`src/rtl/rr_burst_arbiter.sv`:
```
// rr_burst_arbiter: registered round-robin arbiter with burst-length grants.
// A grant is held until the owner signals last beat, withdraws its request,
// or the burst counter reaches MAX_BURST; hand-over is back-to-back.
//
// state  | meaning
// -------+-----------------------------------------------------------
// S_IDLE | no grant outstanding; arbitrate from ptr every cycle
// S_BUSY | grant held by gnt_id_o; on release re-arbitrate from owner+1
module rr_burst_arbiter #(
    parameter int N         = 32,
    parameter int MAX_BURST = 8
) (
    input  logic                             clk,
    input  logic                             reset,
    input  logic [N-1:0]                     req_i,
    input  logic                             last_i,
    output logic [N-1:0]                     gnt_o,
    output logic [(N > 1 ? $clog2(N) : 1)-1:0] gnt_id_o,
    output logic                             gnt_valid_o
);

    localparam int IDW = (N > 1) ? $clog2(N) : 1;
    localparam int CW  = $clog2(MAX_BURST + 1);

    typedef enum logic {
        S_IDLE = 1'b0,
        S_BUSY = 1'b1
    } state_t;

    state_t         state, state_nxt;
    logic [IDW-1:0] ptr, ptr_nxt;
    logic [CW-1:0]  cnt, cnt_nxt;
    logic [N-1:0]   gnt_nxt;
    logic [IDW-1:0] id_nxt;

    logic           rel;
    int             rel_base;
    int             arb_base;
    logic [IDW:0]   arb;
    logic           arb_found;
    logic [IDW-1:0] arb_id;

    // First requester at or after base (with wrap); MSB flags a winner.
    // Scanning from the far end lets the nearest offset overwrite the result.
    function automatic logic [IDW:0] arbitrate(input logic [N-1:0] req, input int base);
        logic [IDW:0] res;
        int           idx;
        res = '0;
        for (int k = N - 1; k >= 0; k--) begin
            idx = base + k;
            if (idx >= N) idx = idx - N;
            if (req[IDW'(idx)]) res = {1'b1, IDW'(idx)};
        end
        return res;
    endfunction

    // Release condition of the current burst and the pointer the arbiter uses.
    assign rel       = ~req_i[gnt_id_o] | last_i | (cnt == CW'(MAX_BURST));
    assign rel_base  = (int'(gnt_id_o) >= N - 1) ? 0 : int'(gnt_id_o) + 1;
    assign arb_base  = (state == S_BUSY) ? rel_base : int'(ptr);
    assign arb       = arbitrate(req_i, arb_base);
    assign arb_found = arb[IDW];
    assign arb_id    = arb[IDW-1:0];

    assign gnt_valid_o = |gnt_o;

    // State and output registers; reset wins over everything, even mid-burst.
    always_ff @(posedge clk) begin
        if (!reset) begin
            state    <= S_IDLE;
            ptr      <= '0;
            cnt      <= '0;
            gnt_o    <= '0;
            gnt_id_o <= '0;
        end else begin
            state    <= state_nxt;
            ptr      <= ptr_nxt;
            cnt      <= cnt_nxt;
            gnt_o    <= gnt_nxt;
            gnt_id_o <= id_nxt;
        end
    end

    // Next-state: leave IDLE on any winner, leave BUSY only on an empty release.
    always_comb begin
        state_nxt = state;
        unique case (state)
            S_IDLE: if (arb_found) state_nxt = S_BUSY;
            S_BUSY: if (rel && !arb_found) state_nxt = S_IDLE;
            default: state_nxt = S_IDLE;
        endcase
    end

    // Next grant, burst count and pointer.
    always_comb begin
        gnt_nxt = gnt_o;
        id_nxt  = gnt_id_o;
        cnt_nxt = cnt;
        ptr_nxt = ptr;
        unique case (state)
            S_IDLE: begin
                if (arb_found) begin
                    gnt_nxt = N'(1) << arb_id;
                    id_nxt  = arb_id;
                    cnt_nxt = CW'(1);
                end
            end
            S_BUSY: begin
                if (!rel) begin
                    cnt_nxt = cnt + CW'(1);
                end else begin
                    ptr_nxt = IDW'(rel_base);
                    if (arb_found) begin
                        gnt_nxt = N'(1) << arb_id;
                        id_nxt  = arb_id;
                        cnt_nxt = CW'(1);
                    end else begin
                        gnt_nxt = '0;
                        id_nxt  = '0;
                        cnt_nxt = '0;
                    end
                end
            end
            default: begin
                gnt_nxt = '0;
                id_nxt  = '0;
                cnt_nxt = '0;
            end
        endcase
    end

endmodule

```
`config.mk`:
```
export PLATFORM = sky130hd
export DESIGN_NAME = rr_burst_arbiter
export DESIGN_NICKNAME = d
export VERILOG_FILES = /design/src/rtl/rr_burst_arbiter.sv
export SDC_FILE = /design/constraint.sdc
export NUM_CORES = 1
export LEC_CHECK = 0
export ABC_AREA = 1
export BUFFER_PORTS_ARGS = -buffer_cell sky130_fd_sc_hd__buf_2
export CORE_MARGIN = 8
export CORE_UTILIZATION = 61
export DETAILED_ROUTE_END_ITERATION = 6
export PLACE_DENSITY = 0.82
export SYNTH_ARGS = -nofsm -noshare
export SYNTH_HDL_FRONTEND = slang
export SYNTH_SLANG_ARGS = --single-unit
```
`constraint.sdc`:
```
create_clock -name clk -period 7.6 [get_ports clk]
set_input_delay 1.52 -clock clk [delete_from_list [all_inputs] [get_ports clk]]
set_output_delay 1.52 -clock clk [all_outputs]
set_load 0.01 [all_outputs]
```
======== After elaboration in Yosys (flattened, before gate mapping) ========
Index checks and enable logic that the tools add are counted.
operators by class
  $add $sub $neg .......................... 65
  magnitude comparators ................... 66
  eq/ne operators ......................... 3
  shift-type cells ........................ 1
  muxes and demuxes ....................... 179
  bitwise operators ....................... 4
  reduce and logical (&&, ||, !) cells .... 5
operator list
  operator                                             number
  < comparator 5 x 7 -> 1 bit, second input constant   32
  >= comparator 7 x 6 -> 1 bit, second input constant  31
  two-way mux 6 bit                                    34
  two-way mux 5 bit                                    35
  binary-select mux 1 bit (select 5 bit)               33
  subtractor 5 x 1 -> 5 bit, second input constant     32
  adder 6 x 5 -> 7 bit, second input constant          16
  two-way mux 32 bit                                   3
  two-way mux 1 bit                                    68
  one-hot mux 32 bit (2 select lines)                  1
  adder 6 x 4 -> 7 bit, second input constant          8
  OR reduction 32 bit                                  1
  << shifter 1 x 5 -> 32 bit, first input constant     1
  adder 6 x 3 -> 7 bit, second input constant          4
  adder 6 x 2 -> 7 bit, second input constant          2
  one-hot mux 5 bit (2 select lines)                   1
  two-way mux 4 bit                                    2
  one-hot mux 4 bit (2 select lines)                   1
  adder 6 x 1 -> 7 bit, second input constant          1
  adder 5 x 1 -> 6 bit, second input constant          1
  >= comparator 6 bit, second input constant           1
  < comparator 5 x 6 -> 1 bit, second input constant   1
  >= comparator 5 bit, second input constant           1
  adder 4 x 1 -> 4 bit, second input constant          1
  other kinds (9)                                      12
word-level totals
  register bits after elaboration ......... 47
  output and inout port bits .............. 38
  word-level logic and storage cells ...... 328

======== Depth between registers and ports, before layout ========
  depth after elaboration ................. 45
  depth in mapped cells ................... 62

======== Worst setup path before layout ========
OpenSTA, ideal clock, no wires.
  path type ............................... reg2reg
  start point ............................. register gnt_id_o[0] (netlist name)
  end point ............................... register gnt_o[15]
  setup time .............................. 0.132 ns
  arrival ................................. 5.216 ns
  required time ........................... 7.468 ns
  path slack .............................. 2.252 ns
  stages on the path, launching flop included .. 62
  path buffers ............................ 6
  clock period less this slack ............ 5.348 ns
  path through ............................ dfxtp_1 ha_1 nand2_1 nor2_1 ha_1 nor2_1 nand2_2 nand2_4 buf_2 clkbuf_1 clkbuf_1 ha_1 clkbuf_1 inv_1 nand2_2 nand2_1 buf_6 nand2_2 (+26 left out) nand2_1 nand2_1 nand2_1 nand2_1 nand2_1 nand2_1 nand2_1 nand2_1 nand2_1 nand2_1 nand2_1 nand2_1 nand2_2 nand2_4 nand2_4 buf_8 nand3_1 a21oi_1
on the way
  word-level cells in the longest chain between the ends .. 45
  elaborated cells on any way between the ends .. 272
  those cells by class .................... add/sub: 64; order compare: 33; eq/ne: 2; shift: 1; mux: 168; bitwise: 3; reduce/logical: 1
ends and longest elaborated chain
  what                                                                              RTL line  text
  start: declaration                                                                18        output logic [(N > 1 ? $clog2(N) : 1)-1:0] gnt_id_o,
  start signal: assignment                                                          80        gnt_id_o <= id_nxt;
  adder 5 x 1 -> 6 bit / >= comparator 5 bit (equally long branches)                59        assign rel_base = (int'(gnt_id_o) >= N - 1) ? 0 : int'(gnt_id_o) + 1;
  two-way mux 6 bit                                                                 59
  two-way mux 6 bit                                                                 60        assign arb_base = (state == S_BUSY) ? rel_base : int'(ptr);
  adder 6 x 5 -> 7 bit                                                              50        idx = base + k;
  >= comparator 7 x 6 -> 1 bit / subtractor 5 x 1 -> 5 bit (equally long branches)  51        if (idx >= N) idx = idx - N;
  two-way mux 5 bit                                                                 51
  binary-select mux 1 bit (select 5 bit)                                            52        if (req[IDW'(idx)]) res = {1'b1, IDW'(idx)};
  two-way mux 1 bit (implied by the code) (2 in series)                             52
  two-way mux 6 bit (32 in series)                                                  52
  << shifter 1 x 5 -> 32 bit                                                        103, 114
  two-way mux 32 bit                                                                113       if (arb_found) begin
  two-way mux 32 bit                                                                109       if (!rel) begin
  one-hot mux 32 bit (2 select lines)                                               100       unique case (state)
  end signal: assignment                                                            79        gnt_o <= gnt_nxt;
  end: declaration                                                                  17        output logic [N-1:0] gnt_o,
Several ways; a longest one is shown, not always the timed one. The select of a mux whose other input is x is not followed.
A chain may end at the register's enable or synchronous reset.

======== Worst setup path after layout ========
  start point ............................. register gnt_id_o[0] (netlist name)
  end point ............................... register gnt_o[19]
Same word-level chain as after synthesis.

==> metrics.txt <==
met1 WL 10220 microns; Setup Skew 0.007940 ns; die width 122.3 microns; initial antenna violation count 0; CTS tree done; FF-to-FF setup slack 0.83 ns; Gates resized, CTS repair 0; WHS 0.4790 ns; PortBufs a little over 70; stages on the worst setup path 46; critical path class reg -> reg; Antenna Cells 0; synth warn 0; CTS Buf Count 5; critical path's top delay family simple AND/OR/NAND/NOR gates; Rows 39; Rel. slew slack 43.48%; Buf+Inv Stages, Crit Path 4; CP most frequent cell nand2_1; clock sink total 47; antenna viol nets, final 0; setup_tns 0 ns; I/O pins 73; WL met3 between 2000 and 3000 microns; Final Hold Viols 0; period utilization between 80% and 90%; HP Class reg -> reg; Worst-Skew Late Latency approximately 0.29 ns; Post-synth EDFFs 0; sequential element share of the synthesized area 13.66%; CP endpoint kind register; final instance area 7342 sq um; vias in the first global route 7652; r2r worst-path depth 46; top sig layer met4; Vert. Die Dim 122.3 microns; CP arrival 6.99 ns; Yosys top cell by area nand2_1; flops & latches, synth 47; Synth cell types between 40 and 50; TritonRoute pass-1 iters 7; grt total ovfl 0; GRT Overall Usage 34.56%; top cells by area, synth nand2_1, nand3_1, dfxtp_1, a21oi_1, inv_1; CP endpoint gnt_o[19]; Slew Limit Fails 0; Worst R2R End gnt_o[19]; Clock Path Buffers 2; Remaining DRCs 0; cts hold-fix bufs 0; Layout Nets 1361; Cells after Synth 1271; dpl cell area 7191 sq um; gpl congestion 1.098; post-DR wirelength/cell 18.34 microns; layout cells sized above 1 13.12%; final setup vio count 0; first-pass GRT wire length 40620 microns; postcts setup bufs 0; pin count of the biggest net entering global routing 64; wire length on met2 ~12000 microns; WP data required 7.82 ns; Mean Syn Cell Area 5.419 sq um; H-tree levels 2; syn nets 1322; final WL between 20000 and 30000 microns; Critical Path Start gnt_id_o[0]; synthesized cell area 6888 sq um; Post-Route Utilization 65.42%; fmax 147.8 MHz; Die Area 14950 sq um; status complete, no violations; Initial Util 61.37%; CP max stage delay 0.52 ns; type of origin of the critical path register; unrepaired setup endpoints after global routing false; asr flop ratio synth 0%; DR vias 8944; slowest CP cell a31oi_1; Filler cells 1118; CP Max Fanout 35; Clock Pin Slew Worst Setup and Hold Paths 0.06 ns; core region area about 11000 sq um; area grow syn2layout 6.594%; post-synth top area share 24.80%; Initial DRC Count 1316; max-cap viol count 0; Final min period 6.766 ns; Critical R2R Launch gnt_id_o[0]; hpwl dp 20330 microns; CTS root buffer clkbuf_16; vias per cell about 6.2; worst-margin pin slew 0.8389 ns; ys flop type dfxtp_1
==> routing by layer <==
layer | GRT usage [%] | vias to the layer above
met4 | 22.24 | 0
met5 | 0 | -
li1 | - | 4312
met2 | 53.23 | 603
met3 | 4.370 | 120
met1 | 44.91 | 3909
==> cell type report <==
cell class              count  area, sq um  area share [%]
inverters                 119        449.2           6.118
repair buffers             80        420.4           5.726
multi-input cells        1057         5201           70.84
clock inverters             1        8.758          0.1193
well taps                 143        178.9           2.437
flip-flops and latches     47        940.9           12.82
clock buffers               7        142.6           1.943
==> how the worst min path moves through the flow <==
stage | start | end | slack, ns | cells past startpoint
floorplan | cnt[3] | cnt[3] | 0.46 | 2
global placement | gnt_o[15] | gnt_o[15] | 0.47 | 2
detailed placement | gnt_o[15] | gnt_o[15] | 0.47 | 2
CTS | gnt_o[15] | gnt_o[15] | 0.48 | 2
global route | gnt_o[21] | gnt_o[21] | 0.50 | 2
finish | gnt_o[15] | gnt_o[15] | 0.48 | 2
==> placed cells by master, fill, tap and decap left out, types with 3 or more instances in the layout <==
master,n
a21oi_1,158
a21oi_2,3
a31oi_1,10
buf_2,72
buf_4,8
clkbuf_16,5
dfxtp_1,47
ha_1,16
inv_1,101
inv_2,15
nand2_1,455
nand2_2,24
nand2_4,8
nand3_1,198
nand3_2,7
nand4_1,28
nor2_1,38
nor2_2,10
nor3_1,10
nor4_1,12
o211ai_1,4
o21ai_0,23
o21ai_1,16
o21ai_2,3
or2_2,4
xor2_1,5
==> stage by stage <==
stage               cells  setup slack (ns)
floorplan            1271             2.252
global placement     1446             1.362
detailed placement   1446             1.286
CTS                  1454             1.236
global route         1454            0.2912
finish               1454            0.8344
==> cell families (layout without fill, tap and decap cells) <==
family                   count (synthesis)  count (layout)  share of synthesized area (%)
AND/OR/NAND/NOR                        802             802                          52.61
AO/OA/AOI/OAI                          228             228                          18.00
buffers and inverters                  167             207                          10.83
flip-flops                              47              47                          13.66
adder cells (fa/ha/maj)                 16              16                          2.906
XOR/XNOR                                11              11                          1.998
==> cells in the mapped netlist, types with 3 or more instances <==
cell type and n:
nand4_1 28, buf_4 8, buf_2 6, clkbuf_1 22, nor4_1 12, nand3_1 198
xor2_1 5, or2_2 4, nor2_1 38, o21ai_1 16, inv_1 101, nand3_2 7
nor2_2 10, nand2_4 8, o211ai_1 4, a21oi_1 158, nand2_1 455, o21ai_0 23
o21ai_2 3, nand2_2 24, dfxtp_1 47, nor3_1 10, ha_1 16, a31oi_1 10
a21oi_2 3, buf_6 9, inv_2 15
==> sequential cells by signal (all words and copies together), names as in the netlist <==
| register | count |
|---|---|
| cnt | 4 |
| ptr | 5 |
| state | 1 |
| gnt_id_o | 5 |
| gnt_o | 32 |
==> worst min-delay path, stage by stage (launching register included) <==
cell     delay [ns]
dfxtp_1        0.32
nand2_1        0.06
a21oi_1        0.05
Power is left out: the tool's default activity adds up to more than one toggle a clock period on the data nets, which glitch-free logic cannot reach.
